===== config.mk =====
export PLATFORM = sky130hd
export DESIGN_NAME = win_scoreboard_flat
export DESIGN_NICKNAME = d
export VERILOG_FILES = /design/src/rtl/tow_pkg.sv /design/src/rtl/win_scoreboard_if.sv /design/src/rtl/win_scoreboard_seg7_digit.sv /design/src/rtl/win_scoreboard.sv /design/src/flat_wrapper.sv
export SDC_FILE = /design/constraint.sdc
export NUM_CORES = 1
export LEC_CHECK = 0
export CORE_MARGIN = 4
export CORE_UTILIZATION = 49
export DETAILED_ROUTE_END_ITERATION = 12
export PLACE_DENSITY = 0.76
export REMOVE_ABC_BUFFERS = 1
export SLEW_MARGIN = 20
export SYNTH_ARGS = -nofsm -noshare
export SYNTH_HDL_FRONTEND = slang
export SYNTH_SLANG_ARGS = --single-unit

===== constraint.sdc =====
create_clock -name Clock -period 2.02 [get_ports Clock]
set_input_delay 0.202 -clock Clock [delete_from_list [all_inputs] [get_ports Clock]]
set_output_delay 0.202 -clock Clock [all_outputs]
set_load 0.05 [all_outputs]

===== src/rtl/tow_pkg.sv =====
// Shared types and constants for the tug-of-war round scoreboard.
package tow_pkg;

  typedef enum logic [1:0] {
    PLAY       = 2'd0,
    HOLD       = 2'd1,
    RESTART    = 2'd2,
    MATCH_OVER = 2'd3
  } state_t;

  // Active-low seven-segment patterns, bit order gfedcba.
  localparam logic [6:0] SEG_BLANK   = 7'b1111111;
  localparam logic [6:0] SEG_DIGIT_0 = 7'b1000000;
  localparam logic [6:0] SEG_DIGIT_1 = 7'b1111001;
  localparam logic [6:0] SEG_DIGIT_2 = 7'b0100100;
  localparam logic [6:0] SEG_DIGIT_3 = 7'b0110000;
  localparam logic [6:0] SEG_DIGIT_4 = 7'b0011001;
  localparam logic [6:0] SEG_DIGIT_5 = 7'b0010010;
  localparam logic [6:0] SEG_DIGIT_6 = 7'b0000010;
  localparam logic [6:0] SEG_DIGIT_7 = 7'b1111000;

endpackage


===== src/rtl/win_scoreboard_if.sv =====
// Player/light inputs and score/display outputs of the scoreboard.
interface win_scoreboard_if;
  logic       L;
  logic       R;
  logic       LED9;
  logic       LED1;
  logic       restartGame;
  logic [6:0] HEX5;
  logic [6:0] HEX0;
  logic [2:0] left_score;
  logic [2:0] right_score;
  logic       match_over;
  logic       left_won_last;

  // Upstream side: drives presses and end-light states, observes results.
  modport master (
    output L, R, LED9, LED1,
    input  restartGame, HEX5, HEX0, left_score, right_score,
           match_over, left_won_last
  );

  // Scoreboard side.
  modport slave (
    input  L, R, LED9, LED1,
    output restartGame, HEX5, HEX0, left_score, right_score,
           match_over, left_won_last
  );
endinterface


===== src/rtl/win_scoreboard_seg7_digit.sv =====
// Converts a 3-bit value (0..7) to active-low seven-segment pattern.
module seg7_digit
  import tow_pkg::*;
(
  input  logic [2:0] value,
  output logic [6:0] seg
);

  // Pure lookup of the digit glyph.
  always_comb begin
    seg = SEG_BLANK;
    case (value)
      3'd0: seg = SEG_DIGIT_0;
      3'd1: seg = SEG_DIGIT_1;
      3'd2: seg = SEG_DIGIT_2;
      3'd3: seg = SEG_DIGIT_3;
      3'd4: seg = SEG_DIGIT_4;
      3'd5: seg = SEG_DIGIT_5;
      3'd6: seg = SEG_DIGIT_6;
      3'd7: seg = SEG_DIGIT_7;
      default: seg = SEG_BLANK;
    endcase
  end

endmodule


===== src/rtl/win_scoreboard.sv =====
// Round-win detection, per-player scores, timed restart pulse and
// match-over latch for the tug-of-war game.
module win_scoreboard
  import tow_pkg::*;
#(
  parameter int unsigned WIN_ROUNDS  = 7,
  parameter int unsigned HOLD_CYCLES = 1526
) (
  input  logic               Clock,
  input  logic               Reset,
  win_scoreboard_if.slave    bus
);

  localparam int unsigned CW        = (HOLD_CYCLES > 1) ? $clog2(HOLD_CYCLES) : 1;
  localparam logic [CW-1:0] HOLD_LOAD = CW'(HOLD_CYCLES - 1);
  localparam logic [2:0]    WIN_CNT   = 3'(WIN_ROUNDS);

  state_t        state, state_next;
  logic [CW-1:0] hold_cnt, hold_cnt_next;
  logic [2:0]    left_score, left_score_next;
  logic [2:0]    right_score, right_score_next;
  logic          left_won_last, left_won_last_next;

  logic left_win;
  logic right_win;
  logic [2:0] left_inc;
  logic [2:0] right_inc;

  // Win events; a simultaneous press never counts, nor do two wins at once.
  always_comb begin
    left_win  = bus.LED9 & bus.L & ~bus.R;
    right_win = bus.LED1 & bus.R & ~bus.L;
    left_inc  = left_score + 3'd1;
    right_inc = right_score + 3'd1;
  end

  // State, counter and score registers with synchronous active-low reset.
  always_ff @(posedge Clock) begin
    if (!Reset) begin
      state         <= PLAY;
      hold_cnt      <= '0;
      left_score    <= '0;
      right_score   <= '0;
      left_won_last <= 1'b0;
    end else begin
      state         <= state_next;
      hold_cnt      <= hold_cnt_next;
      left_score    <= left_score_next;
      right_score   <= right_score_next;
      left_won_last <= left_won_last_next;
    end
  end

  // Next-state logic: score a round, hold the result, pulse restart.
  always_comb begin
    state_next         = state;
    hold_cnt_next      = hold_cnt;
    left_score_next    = left_score;
    right_score_next   = right_score;
    left_won_last_next = left_won_last;
    case (state)
      PLAY: begin
        if (left_win && !right_win) begin
          left_score_next    = left_inc;
          left_won_last_next = 1'b1;
          if (left_inc == WIN_CNT) begin
            state_next = MATCH_OVER;
          end else begin
            state_next    = HOLD;
            hold_cnt_next = HOLD_LOAD;
          end
        end else if (right_win && !left_win) begin
          right_score_next   = right_inc;
          left_won_last_next = 1'b0;
          if (right_inc == WIN_CNT) begin
            state_next = MATCH_OVER;
          end else begin
            state_next    = HOLD;
            hold_cnt_next = HOLD_LOAD;
          end
        end
      end
      HOLD: begin
        if (hold_cnt == '0) begin
          state_next = RESTART;
        end else begin
          hold_cnt_next = hold_cnt - 1'b1;
        end
      end
      RESTART: begin
        state_next = PLAY;
      end
      MATCH_OVER: begin
        state_next = MATCH_OVER;
      end
      default: begin
        state_next = PLAY;
      end
    endcase
  end

  // Outputs decoded from registered state, so restartGame is glitch-free.
  always_comb begin
    bus.restartGame   = (state == RESTART);
    bus.match_over    = (state == MATCH_OVER);
    bus.left_score    = left_score;
    bus.right_score   = right_score;
    bus.left_won_last = left_won_last;
  end

  seg7_digit u_left_digit (
    .value (left_score),
    .seg   (bus.HEX5)
  );

  seg7_digit u_right_digit (
    .value (right_score),
    .seg   (bus.HEX0)
  );

endmodule

===== src/flat_wrapper.sv =====
// flat-port wrapper written by rule: the top's interface ports become plain ports
module win_scoreboard_flat import tow_pkg::*;
#(
  parameter int unsigned WIN_ROUNDS  = 7,
  parameter int unsigned HOLD_CYCLES = 1526
)
  (Clock, Reset, bus_L, bus_R, bus_LED9, bus_LED1, bus_restartGame, bus_HEX5, bus_HEX0, bus_left_score, bus_right_score, bus_match_over, bus_left_won_last);
  win_scoreboard_if bus_i ();
  input  logic Clock;
  input  logic Reset;
  input wire logic [$bits(bus_i.L)-1:0] bus_L;
  input wire logic [$bits(bus_i.R)-1:0] bus_R;
  input wire logic [$bits(bus_i.LED9)-1:0] bus_LED9;
  input wire logic [$bits(bus_i.LED1)-1:0] bus_LED1;
  output wire logic [$bits(bus_i.restartGame)-1:0] bus_restartGame;
  output wire logic [$bits(bus_i.HEX5)-1:0] bus_HEX5;
  output wire logic [$bits(bus_i.HEX0)-1:0] bus_HEX0;
  output wire logic [$bits(bus_i.left_score)-1:0] bus_left_score;
  output wire logic [$bits(bus_i.right_score)-1:0] bus_right_score;
  output wire logic [$bits(bus_i.match_over)-1:0] bus_match_over;
  output wire logic [$bits(bus_i.left_won_last)-1:0] bus_left_won_last;
  assign bus_i.L = bus_L;
  assign bus_i.R = bus_R;
  assign bus_i.LED9 = bus_LED9;
  assign bus_i.LED1 = bus_LED1;
  assign bus_restartGame = bus_i.restartGame;
  assign bus_HEX5 = bus_i.HEX5;
  assign bus_HEX0 = bus_i.HEX0;
  assign bus_left_score = bus_i.left_score;
  assign bus_right_score = bus_i.right_score;
  assign bus_match_over = bus_i.match_over;
  assign bus_left_won_last = bus_i.left_won_last;
  win_scoreboard #(.WIN_ROUNDS(WIN_ROUNDS), .HOLD_CYCLES(HOLD_CYCLES)) u_core (.Clock(Clock), .Reset(Reset), .bus(bus_i));
endmodule

==> run summary <==
Sequential fraction of the synthesis area -> 34.06%
Data arrival, critical path -> 1750 ps
Final wirelength -> 5780 µm
Most used DFF post-synth -> dfxtp_1
FILL cells -> 243
Die H -> 71.86 µm
Most frequent cell after synthesis -> dfxtp_1
Rows -> 22
Chip Width -> 71.86 µm
Core area -> 3799 µm²
R2r startpoint -> u_core.state[1]
Final Hold Viols -> 0
Routed vias -> 1938
CP Launch Type -> flop
Placed Area -> 2546 µm²
Post-Syn Area -> 1998 µm²
Fmax -> 0.5111 GHz
EDFF count, synth -> 0
Pwr Density -> 1249 nW/µm²
Number of global-route vias before repair -> 1902
Multi-input logic area -> 1394 µm²
Initial antenna violation count -> 0
Hold path start -> u_core.bus.left_won_last
Setup violators final -> 0
CP peak stage delay -> 820 ps
Routability cong. -> 0.8691
Drc violations -> 0
Final max-slew violation count -> 0
Io pins -> 29
Initial DRC Count -> 183
Nets -> 307
# port buffers -> 28
CTS clock-pin slew for the worst setup and hold paths -> 70 ps
Clk sinks -> 34
Root Buffer -> clkbuf_8
Seq cells post-synth -> 34
Ys Warns -> 0
Vias/cell -> 5.945
CP startpoint -> u_core.state[1]
Worst Hold Class -> reg2reg
TritonCTS Buffers -> 5
Post-DP HPWL -> 3439 µm
Largest net degree at the start of global routing -> 13
DR pass1 iterations -> 4
Area contributors post-synth -> dfxtp_1, ha_1, inv_1
Slowest CP cell -> clkdlybuf4s50_1
First-pass GRT wire length -> 8452 µm
Max cap viols -> 0
Area growth, synth to finish -> 46.02%
Status -> finished clean
Fin Clk Skew -> 13.48 ps
Die footprint -> 5164 µm²
Remaining Overflow, GRT -> 0
Slew HR -> 65.04%
Post-route ant nets -> 0
WP data required -> 1820 ps
Part of the cycle the worst path needs -> 96.86%
Worst-path fanout max -> 3
Layout cells sized above 1 -> 35.25%
Final core utilization -> 76.81%
Post-synth top area cell -> dfxtp_1
Avg WL per Cell -> 17.73 µm
ANT cells -> 0
CP cell instances -> buf_4, ha_1, clkdlybuf4s50_1
Total power -> 0.003645 W
Hold_buf cts -> 0
Commonest cells post-synth -> dfxtp_1, ha_1, inv_1, nor2_1, nor3_1
TritonCTS clock tree -> built
Register area -> 680.7 µm²
Later-pin clock latency in the skew report -> 300 ps
Critical path class -> reg2out
Fin area -> 2918 µm²
H-tree Lvls -> 2
GRT Resource Usage Total -> 20.38%
Post-synthesis area per instance -> 9.294 µm²
Maximum VDD drop -> 0.6763 mV
Ys async rst share -> 0%
Initial core utilization -> 52.60%
Period minus WS final -> 1957 ps
CTS max path bufs -> 2
Setup crit end kind -> output port
Leakage Power -> 1.251 nW
Worst Tran Pin Value -> 522.8 ps
Yosys cell types -> 48
Top-area cell type share of the netlist area -> 34.06%
Synthesized instance count -> 215
==> path summary, 6_finish.rpt <==
kind                                                  to  cells past startpoint  slack, ps
worst max register to register        u_core.hold_cnt[6]                      7        110
worst max-delay path                      bus_match_over                      3         60
worst min-delay path            u_core.bus.left_won_last                      2        530
worst min register to register  u_core.bus.left_won_last                      2        530
==> registers in the layout, indices dropped and copies added (netlist names) <==
register	count
u_core.state	2
u_core.u_right_digit.seg	7
u_core.bus.left_score	3
u_core.bus.right_score	3
u_core.bus.left_won_last	1
u_core.u_left_digit.seg	7
u_core.hold_cnt	11
==> where the power goes <==
group	switching (W)	total (W)	internal, W	leakage [nW]
registers	0.000125	0.000922	0.000797	0.278
logic	0.00108	0.00195	0.000869	0.905
clock network	0.000276	0.000770	0.000495	0.0683
==> worst max-delay path: cells and delay by family, from the launching register on <==
kind / cells / cell delay (ps)
buf+inv: 2 / 950
flops: 1 / 340
fa+ha+maj: 1 / 180
==> cells in the final DEF, fill, tap and decap left out, types with 4 or more instances in the layout <==
cell type        instances
a31oi_1                  5
nor3_1                   7
a211oi_1                 7
o211ai_1                 5
a21oi_1                  5
clkbuf_8                 5
clkdlybuf4s50_1         24
ha_4                     4
nand3_1                  6
ha_2                     6
nand2_1                  5
dfxtp_1                 34
inv_2                    5
o21ai_0                  4
buf_4                   35
ha_1                    14
mux2i_1                  5
nor2_1                   8
inv_1                   14
==> layer usage <==
metal	up-vias	wire, µm	track usage (%)	share of wire [%]
met5	-	0	0	0
met4	0	122	7.724	2.1
met3	17	338	5.189	5.8
met2	81	2990	34.29	52
met1	923	2328	24.89	40
li1	917	-	-	-
==> metrics by stage <==
step	setup slack (ps)	instances	hold WS (ps)	TNS (ps)
6_report	63.39	326	533.7	0
4_1_cts	-20.41	323	535.6	-32.81
3_3_place_gp	-499.5	314	479.0	-9453
5_1_grt	-15.55	326	581.6	-33.31
3_5_place_dp	-547.6	314	504.7	-10490
2_1_floorplan	-76.41	205	296.5	-114.0
==> logic make-up (layout without fill, tap and decap cells) <==
logic type               Yosys count  count (layout)  synth area share [%]
adder cells (fa/ha/maj)           24              24                 15.03
AND/OR/NAND/NOR                   61              61                 18.16
flip-flops                        34              34                 34.06
AO/OA/AOI/OAI                     50              50                 19.16
multiplexers                       9               9                 4.759
buffers and inverters             30              93                 5.761
XOR/XNOR                           7               7                 3.068
==> timing repair <==
action / in CTS / in global routing
setup endpoints to repair: 22 / 22
pin swaps: 6 / 8
setup buffers: 1 / 3
gates resized for setup: 23 / 31
==> final cells by class <==
type,instances,area share (%)
clock buffer,5,2.358
clock inverter,3,2.358
inverter,20,2.659
multi-input combinational,151,47.77
sequential,34,23.33
tap,48,2.058
timing repair buffer,65,19.47
Note: power is estimated with default switching activity, not from simulation.
